<file path="config.mk">
export PLATFORM = sky130hd
export DESIGN_NAME = interval_timer
export DESIGN_NICKNAME = d
export VERILOG_FILES = /design/src/rtl/interval_timer_pkg.sv /design/src/rtl/interval_timer_channel.sv /design/src/rtl/interval_timer.sv
export SDC_FILE = /design/constraint.sdc
export NUM_CORES = 1
export LEC_CHECK = 0
export CAP_MARGIN = 20
export CORE_UTILIZATION = 35
export DETAILED_ROUTE_END_ITERATION = 7
export GPL_ROUTABILITY_DRIVEN = 0
export HOLD_SLACK_MARGIN = 0.08
export PLACE_DENSITY_LB_ADDON = 0.25
export RECOVER_POWER = 25
export SLEW_MARGIN = 20
export SYNTH_ARGS = -nofsm -noshare
export SYNTH_HDL_FRONTEND = slang
export SYNTH_SLANG_ARGS = --single-unit
</file>
<file path="constraint.sdc">
create_clock -name clk -period 5.3 [get_ports clk]
set_input_delay 1.06 -clock clk [delete_from_list [all_inputs] [get_ports clk]]
set_output_delay 1.06 -clock clk [all_outputs]
set_load 0.1 [all_outputs]
</file>
<file path="src/rtl/interval_timer_pkg.sv">
// Register map, field positions and shared types for the multi-channel interval timer.
// The optional per-channel prescaler is enabled by defining INTERVAL_TIMER_PRESCALE_EN.
package interval_timer_pkg;

  localparam logic [2:0] REG_CTRL     = 3'd0;
  localparam logic [2:0] REG_PERIOD   = 3'd1;
  localparam logic [2:0] REG_COUNT    = 3'd2;
  localparam logic [2:0] REG_STATUS   = 3'd3;
  localparam logic [2:0] REG_PRESCALE = 3'd4;

  localparam int CTRL_EN    = 0;
  localparam int CTRL_AR    = 1;
  localparam int CTRL_IE    = 2;
  localparam int STATUS_TO  = 0;
  localparam int PRESCALE_W = 16;

  // Field order matches CTRL_EN/CTRL_AR/CTRL_IE bit positions.
  typedef struct packed {
    logic ie;
    logic ar;
    logic en;
  } ctrl_t;

  function automatic logic [31:0] ctrl_word(input ctrl_t c);
    logic [31:0] w;
    w          = 32'd0;
    w[CTRL_EN] = c.en;
    w[CTRL_AR] = c.ar;
    w[CTRL_IE] = c.ie;
    return w;
  endfunction

endpackage

</file>
<file path="src/rtl/interval_timer_channel.sv">
// One timer channel: control/period/count/status registers, optional prescaler
// (INTERVAL_TIMER_PRESCALE_EN), timeout generation and a read port for the top-level mux.
module interval_timer_channel
  import interval_timer_pkg::*;
#(
  parameter int WIDTH = 32
) (
  input  logic        clk,
  input  logic        reset_n,
  input  logic        wr_ctrl,
  input  logic        wr_period,
  input  logic        wr_count,
  input  logic        wr_status,
  input  logic        wr_prescale,
  input  logic [31:0] wdata,
  input  logic [2:0]  rd_reg,
  output logic [31:0] rd_word,
  output logic        irq_req
);

  localparam logic [WIDTH-1:0] CNT_ZERO = {WIDTH{1'b0}};
  localparam logic [WIDTH-1:0] CNT_ONE  = WIDTH'(1'b1);

  ctrl_t            ctrl_q, ctrl_d;
  logic [WIDTH-1:0] period_q, period_d;
  logic [WIDTH-1:0] count_q, count_d;
  logic             to_q, to_d;
  logic             tick_s;
  logic             timeout_s;
  logic             unused_wdata;

`ifdef INTERVAL_TIMER_PRESCALE_EN
  localparam logic [PRESCALE_W-1:0] PSC_ZERO = {PRESCALE_W{1'b0}};
  localparam logic [PRESCALE_W-1:0] PSC_ONE  = PRESCALE_W'(1'b1);

  logic [PRESCALE_W-1:0] prescale_q, prescale_d;
  logic [PRESCALE_W-1:0] psc_cnt_q, psc_cnt_d;

  assign unused_wdata = ^wdata;
  // >= keeps the divider sane when PRESCALE is lowered below the running count.
  assign tick_s = ctrl_q.en && (psc_cnt_q >= prescale_q);

  // Prescale register and divider; restarts on any CTRL or COUNT write.
  always_comb begin
    prescale_d = prescale_q;
    psc_cnt_d  = psc_cnt_q;
    if (wr_prescale) begin
      prescale_d = wdata[PRESCALE_W-1:0];
    end else begin
      prescale_d = prescale_q;
    end
    if (wr_ctrl || wr_count) begin
      psc_cnt_d = PSC_ZERO;
    end else if (ctrl_q.en) begin
      psc_cnt_d = (psc_cnt_q >= prescale_q) ? PSC_ZERO : (psc_cnt_q + PSC_ONE);
    end else begin
      psc_cnt_d = psc_cnt_q;
    end
  end

  // Prescaler state.
  always_ff @(posedge clk or negedge reset_n) begin
    if (!reset_n) begin
      prescale_q <= PSC_ZERO;
      psc_cnt_q  <= PSC_ZERO;
    end else begin
      prescale_q <= prescale_d;
      psc_cnt_q  <= psc_cnt_d;
    end
  end
`else
  assign unused_wdata = ^{wdata, wr_prescale};
  assign tick_s       = ctrl_q.en;
`endif

  // A COUNT write in the tick cycle suppresses both the decrement and the timeout.
  assign timeout_s = tick_s && !wr_count && (count_q == CNT_ZERO);
  assign irq_req   = to_q && ctrl_q.ie;

  // Next-state for control, period, count and sticky timeout flag.
  always_comb begin
    ctrl_d   = ctrl_q;
    period_d = period_q;
    count_d  = count_q;
    to_d     = to_q;

    if (wr_ctrl) begin
      ctrl_d = ctrl_t'(wdata[CTRL_IE:CTRL_EN]);
    end else if (timeout_s && !ctrl_q.ar) begin
      ctrl_d.en = 1'b0;
    end else begin
      ctrl_d = ctrl_q;
    end

    if (wr_period) begin
      period_d = wdata[WIDTH-1:0];
    end else begin
      period_d = period_q;
    end

    if (wr_count) begin
      count_d = wdata[WIDTH-1:0];
    end else if (!tick_s) begin
      count_d = count_q;
    end else if (count_q != CNT_ZERO) begin
      count_d = count_q - CNT_ONE;
    end else if (ctrl_q.ar) begin
      count_d = period_q;
    end else begin
      count_d = count_q;
    end

    // A new timeout beats a simultaneous write-1-to-clear.
    to_d = (to_q && !(wr_status && wdata[STATUS_TO])) || timeout_s;
  end

  // Channel register state.
  always_ff @(posedge clk or negedge reset_n) begin
    if (!reset_n) begin
      ctrl_q   <= 3'b000;
      period_q <= CNT_ZERO;
      count_q  <= CNT_ZERO;
      to_q     <= 1'b0;
    end else begin
      ctrl_q   <= ctrl_d;
      period_q <= period_d;
      count_q  <= count_d;
      to_q     <= to_d;
    end
  end

  // Register read view, zero-extended to the bus width.
  always_comb begin
    rd_word = 32'd0;
    case (rd_reg)
      REG_CTRL:   rd_word = ctrl_word(ctrl_q);
      REG_PERIOD: rd_word[WIDTH-1:0] = period_q;
      REG_COUNT:  rd_word[WIDTH-1:0] = count_q;
      REG_STATUS: rd_word[STATUS_TO] = to_q;
`ifdef INTERVAL_TIMER_PRESCALE_EN
      REG_PRESCALE: rd_word[PRESCALE_W-1:0] = prescale_q;
`endif
      default:    rd_word = 32'd0;
    endcase
  end

endmodule

</file>
<file path="src/rtl/interval_timer.sv">
// Multi-channel programmable interval timer on a memory-mapped slave bus with one irq line.
// Define INTERVAL_TIMER_PRESCALE_EN to add the per-channel 16-bit prescaler (register 4).
module interval_timer
  import interval_timer_pkg::*;
#(
  parameter int WIDTH    = 32,
  parameter int CHANNELS = 2,
  localparam int CH_W    = (CHANNELS > 1) ? $clog2(CHANNELS) : 1
) (
  input  logic            clk,
  input  logic            reset_n,
  output logic            irq,
  input  logic            s_cs_n,
  input  logic [CH_W+2:0] s_address,
  input  logic            s_read,
  output logic [31:0]     s_readdata,
  input  logic            s_write,
  input  logic [31:0]     s_writedata
);

  logic                rd_s;
  logic                wr_s;
  logic [CH_W-1:0]     ch_sel_s;
  logic [2:0]          reg_sel_s;
  logic [31:0]         rd_word_s [CHANNELS];
  logic [CHANNELS-1:0] irq_req_s;
  logic [31:0]         readdata_q, readdata_d;
  logic                irq_q, irq_d;

  assign rd_s      = !s_cs_n && s_read;
  assign wr_s      = !s_cs_n && s_write;
  assign ch_sel_s  = s_address[CH_W+2:3];
  assign reg_sel_s = s_address[2:0];

  for (genvar i = 0; i < CHANNELS; i++) begin : g_ch
    localparam logic [CH_W:0] IDX = (CH_W+1)'(i);
    logic ch_wr_s;

    assign ch_wr_s = wr_s && ({1'b0, ch_sel_s} == IDX);

    interval_timer_channel #(
      .WIDTH(WIDTH)
    ) u_channel (
      .clk         (clk),
      .reset_n     (reset_n),
      .wr_ctrl     (ch_wr_s && (reg_sel_s == REG_CTRL)),
      .wr_period   (ch_wr_s && (reg_sel_s == REG_PERIOD)),
      .wr_count    (ch_wr_s && (reg_sel_s == REG_COUNT)),
      .wr_status   (ch_wr_s && (reg_sel_s == REG_STATUS)),
      .wr_prescale (ch_wr_s && (reg_sel_s == REG_PRESCALE)),
      .wdata       (s_writedata),
      .rd_reg      (reg_sel_s),
      .rd_word     (rd_word_s[i]),
      .irq_req     (irq_req_s[i])
    );
  end

  // Read mux; channel indices with no instance fall through to zero.
  always_comb begin
    readdata_d = readdata_q;
    if (rd_s) begin
      readdata_d = 32'd0;
      for (int i = 0; i < CHANNELS; i++) begin
        if ({1'b0, ch_sel_s} == (CH_W+1)'(i)) begin
          readdata_d = rd_word_s[i];
        end else begin
          readdata_d = readdata_d;
        end
      end
    end else begin
      readdata_d = readdata_q;
    end
  end

  assign irq_d = |irq_req_s;

  // Registered bus read data and interrupt output.
  always_ff @(posedge clk or negedge reset_n) begin
    if (!reset_n) begin
      readdata_q <= 32'd0;
      irq_q      <= 1'b0;
    end else begin
      readdata_q <= readdata_d;
      irq_q      <= irq_d;
    end
  end

  assign s_readdata = readdata_q;
  assign irq        = irq_q;

endmodule

</file>
==> impl_summary.txt, run 1 <==
----------------------------------------------------
[Yosys]
  Number of synthesized register bits ... 169
  Number of distinct library cells after synthesis ... 75
  Proportion of register bits with asynchronous set or reset after synthesis ... 1.00
  Yosys warning total ... 0
  Main area contributors after synthesis ... dfrtp_1, mux2_2, a221o_1, a221oi_1, nand2_1
  Count of mapped cells out of synthesis ... 1015
  Syn Area/Cell ... 9.75 um^2
  Proportion of synthesized chip area in sequential cells ... 0.427
  Post-synthesis net count ... 1060
  Post-synthesis instance area ... 9890 um^2
  Count of flip-flops with a built-in enable after synthesis ... 0
  Predominant post-synthesis flop cell ... dfrtp_1
  Library cell with the largest summed area after synthesis ... dfrtp_1
  Area fraction of the dominant cell type after synthesis ... 0.427

[Min path]
  Hold Path Origin ... s_readdata[26]
  Number of stages on the worst hold path ... 1
  Class of the most critical hold timing path ... reg2reg
  End point of the worst hold path ... s_readdata[26]

[Critical path]
  Critical Path Source ... s_address[1]
  Critical path buffer and inverter count ... 2
  Kind of end point of the critical path ... register
  Reg2Reg Launch Point ... g_ch[1].u_channel.count_q[0]
  Critical path, cell by cell ... clkdlybuf4s50_1 -> nor3b_2 -> nand2_1 -> buf_4 -> mux2_2
  Data arrival time at the worst-slack endpoint ... 3.95 ns
  Worst R2R Path Depth ... 9
  Setup crit start kind ... input pin
  Data required, critical path ... 5.62 ns
  CP max FO ... 20
  Critical-path top delay cell ... nor3b_2
  Cell type group with the largest total delay on the critical path ... simple AND/OR/NAND/NOR gates
  Delay of the slowest cell on the worst path ... 0.79 ns
  End of the worst register-to-register path ... g_ch[1].u_channel.count_q[3]
  Reg-to-reg slack, setup ... 1.85 ns
  Worst setup path class ... in2reg

[Routing]
  Final antenna-violating net count ... 0
  Detailed-router iteration count before antenna repair ... 7
  Mean routed wirelength per cell ... 24.3 um
  Final routed DRC violation total ... 0
  Initial DRC count ... 1023
  Count of vias placed by the detailed router ... 8941
  Total wire length ... 34800 um
  Vias/cell ... 6.23

[STA]
  Min Clock Period, post-route ... 3.63 ns
  Final period utilization ... 0.685
  Clock tree skew after final layout ... 0.0117 ns
  Max-slew headroom at the worst pin ... -0.128
  Hold Vio Cnt, Final ... 0
  Unrepaired setup endpoints after global routing ... false
  Setup TNS ... 0 ns
  Fmax ... 276 MHz
  Slew of the pin with the lowest slew margin ... 1.69 ns
  Total setup violations reported at the end of the flow ... 0
  Final number of max-transition violations ... 30

[Floorplan]
  Vertical die dimension ... 170 um
  Count of standard-cell rows ... 61
  Die footprint ... 28900 um^2
  Count of boundary I/O pins ... 74
  Placeable Area ... 27800 um^2
  Initial core utilization ... 0.356
  Die X ... 170 um

[Final layout]
  Layout cells sized above 1 ... 0.146
  Nets ... 1087
  Area growth from synthesis to layout ... 17.2%
  Most frequent standard cell in the layout excluding fill and tap cells ... dfrtp_1
  Non-filler cells in the finished layout ... 1435
  Top library cells by usage in the layout, fill and taps aside ... dfrtp_1, nand2_1, clkdlybuf4s50_1

[Global route]
  Wire length of the first global-routing pass ... 53900 um
  Remaining global-route overflow ... 0
  Number of global-route vias before repair ... 8644
  GRT Util Overall ... 0.248
  Number of antenna violations at the first check in global routing ... 2
  Maximum number of pins on one net before global-route repair ... 68

[Placed design]
  IO buf count ... 73
  Half-perimeter wire length after placement ... 23800 um
  Placed Instances ... 1401

[Status]
  Outcome ... finished with violations
  Violations in the final reports ... max-capacitance violations, max-slew violations

[Clock network]
  CTS Sinks ... 169
  Number of buffers inserted during clock tree synthesis ... 17
  Number of buffers added to fix hold violations after cts ... 0
  Source-to-sink clock delay at the later pin of the worst-skew pair ... 0.44 ns
  H-tree level count ... 4
  CTS tree ... done
  Clock root cell ... clkbuf_16
  Maximum buffer depth of the clock tree ... 2
  Post-CTS resize count ... 0
  Buffers inserted by post-CTS timing repair ... 0
  CTS clk-pin slew, worst paths ... 0.06 ns

[Pwr]
  Pwr/cell area ... 446 nW/um^2
  Maximum resistive drop on vdd ... 234 uV
  Standby leakage power ... 4.65 nW

[Flow run]
  Number of max-cap violations ... 1

----------------------------------------------------
-- registers in the layout, summed over array words and instances, names as in the netlist --
register and cells:
irq 1, s_readdata 32, g_ch.u_channel.to_q 2, g_ch.u_channel.tick_s 2
g_ch.u_channel.period_q 64, g_ch.u_channel.ctrl_q 4, g_ch.u_channel.count_q 64
-- cells by family (layout without fill, tap and decap cells) --
| family | Yosys count | in the layout | synth area share |
|---|---|---|---|
| DFF | 169 | 169 | 0.427 |
| buffers and inverters | 104 | 144 | 0.0448 |
| AOI/OAI and AO/OA | 290 | 290 | 0.221 |
| xor gates and xnor gates | 31 | 31 | 0.0274 |
| and+or+nand+nor | 342 | 342 | 0.187 |
| adders and majority gates | 4 | 4 | 0.00506 |
| other | 0 | 2 | 0 |
| muxes | 75 | 75 | 0.0869 |
-- layout make-up --
type | instances | area (um^2)
clock buffers | 21 | 460
clock inverters | 11 | 170
inverters | 12 | 45.0
multi-input cells | 742 | 5280
fillers | 2760 | 16200
repair buffers | 100 | 931
diodes | 2 | 5.00
flip-flops and latches | 169 | 4230
well taps | 378 | 473
-- worst max path at each step --
stage | end | cells past startpoint
floorplan | g_ch[1].u_channel.count_q[28] | 8
global placement | g_ch[1].u_channel.count_q[28] | 7
detailed placement | g_ch[0].u_channel.period_q[31] | 5
CTS | g_ch[0].u_channel.period_q[31] | 5
global route | g_ch[0].u_channel.period_q[9] | 5
finish | g_ch[0].u_channel.period_q[11] | 5
-- Yosys cell counts, types with 7 or more instances --
| cell type | instances |
|---|---|
| a32o_1 | 15 |
| o211ai_1 | 10 |
| a22o_1 | 25 |
| clkbuf_1 | 68 |
| o21ai_0 | 46 |
| nand2_1 | 74 |
| xor2_1 | 12 |
| nand4_1 | 27 |
| nor2_1 | 70 |
| or3_1 | 7 |
| nor3_1 | 25 |
| a221o_1 | 45 |
| dfrtp_1 | 169 |
| nand3_1 | 51 |
| a31oi_1 | 12 |
| a21o_1 | 7 |
| mux2_2 | 67 |
| buf_2 | 15 |
| or4_1 | 10 |
| a21oi_1 | 46 |
| nor4_1 | 17 |
| inv_1 | 12 |
| o31ai_1 | 8 |
| xnor2_1 | 19 |
| a221oi_1 | 34 |
| and3_1 | 14 |
-- routing by layer --
layer / share of wire / global-route usage / up-vias / wire length, um
met5: 0 / 0 / - / 0
met2: 0.44 / 0.369 / 398 / 15300
li1: - / - / 3980 / -
met4: 0.045 / 0.119 / 0 / 1580
met1: 0.45 / 0.351 / 4490 / 15700
met3: 0.066 / 0.0377 / 73 / 2290
-- power by group --
group | switching, mW | total, mW | internal [mW]
clock network | 0.540 | 1.35 | 0.814
registers | 0.502 | 2.10 | 1.59
logic | 1.03 | 1.72 | 0.698
-- through the flow --
stage               instance area (um^2)  setup WS, ns   util  total power, mW  hold WS [ns]
floorplan                           9890          2.39      -             3.25         0.459
global placement                   11000          1.34  0.395             3.78         0.491
detailed placement                 11000          1.26  0.395             3.80         0.496
CTS                                11600          1.70  0.417             5.15         0.510
global route                       11600          1.45  0.417             5.45         0.518
finish                             11600          1.67  0.417             5.17         0.504
(Power assumes the default switching activity.)
==> run 2: changes to the inputs <==
==> constraint.sdc (replaced) <==
create_clock -name clk -period 3.68 [get_ports clk]
set_input_delay 0.736 -clock clk [delete_from_list [all_inputs] [get_ports clk]]
set_output_delay 0.736 -clock clk [all_outputs]
set_load 0.1 [all_outputs]
==> impl_summary.txt, run 2 (same netlist as run 1, synthesis figures left out) <==
----------------------------------------------------
[Routing]
  Detailed-router iteration count before antenna repair ... 5 (-2)
  Final routed DRC violation total ... 0 (unchanged)
  Total wire length ... 35900 um (+3.2%)
  Mean routed wirelength per cell ... 24.6 um (+1.3%)
  Count of vias placed by the detailed router ... 9096 (+1.7%)
  Initial DRC count ... 1026 (+0.29%)
  Vias/cell ... 6.22 (-0.15%)
  Final antenna-violating net count ... 0 (unchanged)

[Critical path]
  Worst setup path class ... reg2reg
  Kind of end point of the critical path ... register
  Reg-to-reg slack, setup ... 0.75 ns (-1.10 ns)
  CP max FO ... 5 (-75%)
  Data arrival time at the worst-slack endpoint ... 3.31 ns (-0.64 ns)
  Data required, critical path ... 4.05 ns (-1.57 ns)
  Setup crit start kind ... register

[STA]
  Unrepaired setup endpoints after global routing ... false
  Hold Vio Cnt, Final ... 0 (unchanged)
  Slew of the pin with the lowest slew margin ... 2.30 ns (+0.610 ns)
  Final period utilization ... 0.797
  Min Clock Period, post-route ... 2.93 ns
  Fmax ... 341 MHz
  Clock tree skew after final layout ... 0.0146 ns (+0.00283 ns)
  Max-slew headroom at the worst pin ... -0.535 (-0.407)
  Setup ws final ... 0.747 ns (-0.924 ns)
  Setup TNS ... 0 ns (unchanged)
  Final hold slack ... 0.504 ns (+0.000215 ns)
  Final number of max-transition violations ... 86 (+190%)
  Total setup violations reported at the end of the flow ... 0 (unchanged)

[Floorplan]
  Die X ... 170 um (unchanged)
  Placeable Area ... 27800 um^2 (unchanged)
  Count of boundary I/O pins ... 74 (unchanged)
  Die footprint ... 28900 um^2 (unchanged)
  Count of standard-cell rows ... 61 (unchanged)
  Vertical die dimension ... 170 um (unchanged)
  Initial core utilization ... 0.356 (unchanged)

[Clock network]
  Maximum buffer depth of the clock tree ... 2 (unchanged)
  CTS clk-pin slew, worst paths ... 0.07 ns (about the same)
  CTS Sinks ... 169 (unchanged)
  Number of buffers inserted during clock tree synthesis ... 17 (unchanged)
  Post-CTS resize count ... 0 (unchanged)
  CTS tree ... done
  Buffers inserted by post-CTS timing repair ... 0 (unchanged)
  Source-to-sink clock delay at the later pin of the worst-skew pair ... 0.44 ns (about the same)
  Clock root cell ... clkbuf_16
  H-tree level count ... 4 (unchanged)
  Number of buffers added to fix hold violations after cts ... 0 (unchanged)

[Final layout]
  Top library cells by usage in the layout, fill and taps aside ... dfrtp_1, nand2_1, clkdlybuf4s50_1
  Final Core Density ... 0.423 (+0.00559)
  FF/Latch Area ... 4230 um^2 (unchanged)
  Number of diodes added for antenna fixing ... 0 (-2)
  Filler Cells Inserted ... 2766 (+0.22%)
  Nets ... 1116 (+2.7%)
  Layout cells sized above 1 ... 0.170 (+0.0238)
  Most frequent standard cell in the layout excluding fill and tap cells ... dfrtp_1
  Area growth from synthesis to layout ... 18.8%
  Area of the multi-input gates ... 5280 um^2 (unchanged)
  Non-filler cells in the finished layout ... 1462 (+1.9%)

[Global route]
  Wire length of the first global-routing pass ... 55100 um (+2.2%)
  Number of antenna violations at the first check in global routing ... 0 (-2)
  Number of global-route vias before repair ... 8666 (+0.25%)
  Remaining global-route overflow ... 0 (unchanged)
  GRT Util Overall ... 0.255 (+0.00628)
  Maximum number of pins on one net before global-route repair ... 87 (+28%)

[Pwr]
  Standby leakage power ... 4.77 nW (+2.5%)
  Pwr/cell area ... 625 nW/um^2 (+40%)
  Maximum resistive drop on vdd ... 319 uV (+36%)

[Placed design]
  Placed Instances ... 1430 (+2.1%)
  Post-Place Worst Slack ... 0.541 ns (-0.721 ns)
  Half-perimeter wire length after placement ... 24800 um (+4.1%)
  IO buf count ... 73 (unchanged)

[Flow run]
  Number of max-cap violations ... 1 (unchanged)

[Min path]
  Class of the most critical hold timing path ... reg2reg

[Status]
  Outcome ... finished with violations
  Violations in the final reports ... max-capacitance violations, max-slew violations

----------------------------------------------------
[run 2: per-stage QoR]
stage               cell area, um^2  total power, mW
floorplan                      9890             4.68
global placement              11200             5.55
detailed placement            11200             5.59
CTS                           11800             7.30
global route                  11800             7.72
finish                        11800             7.34
[run 2: path summary, 6_finish.rpt]
check / depth (start not counted) / from / endpoint
setup reg to reg: 11 / g_ch[1].u_channel.count_q[0] / g_ch[1].u_channel.count_q[2]
setup / recovery: 11 / g_ch[1].u_channel.count_q[0] / g_ch[1].u_channel.count_q[2]
min in group asynchronous: 1 / reset_n / g_ch[1].u_channel.count_q[22]
max in group asynchronous: 2 / reset_n / s_readdata[16]
hold reg to reg: 1 / s_readdata[29] / s_readdata[29]
hold / removal: 1 / s_readdata[29] / s_readdata[29]
[run 2: final cells by class]
class                   instances  share of cell area
multi-input cells             742               0.450
flip-flops and latches        169               0.360
repair buffers                129               0.100
well taps                     378              0.0402
clock buffers                  19              0.0377
clock inverters                13             0.00841
inverters                      12             0.00383
[run 2: per-layer routing]
layer / global-route usage / up-vias / part of all wire / wire, um
met5: 0 / - / 0 / 0
met4: 0.0928 / 0 / 0.030 / 1080
met3: 0.0502 / 61 / 0.077 / 2770
met2: 0.386 / 475 / 0.45 / 16100
met1: 0.358 / 4516 / 0.45 / 16000
li1: - / 4044 / - / -
[run 2: power by group]
group | total, mW | internal (mW) | switching [mW]
registers | 3.01 | 2.29 | 0.720
logic | 2.62 | 1.08 | 1.54
clock network | 1.70 | 0.888 | 0.815
total | 7.34 | 4.26 | 3.08
[run 2: worst max-delay path: stages, from the launching register on]
cell,delay [ns]
dfrtp_1,0.43
inv_1,0.14
ha_1,0.17
nor4b_1,0.26
buf_4,0.22
nand3_1,0.10
buf_4,0.18
nor3_1,0.66
buf_4,0.30
nand3_1,0.09
a21oi_1,0.20
a221o_1,0.13
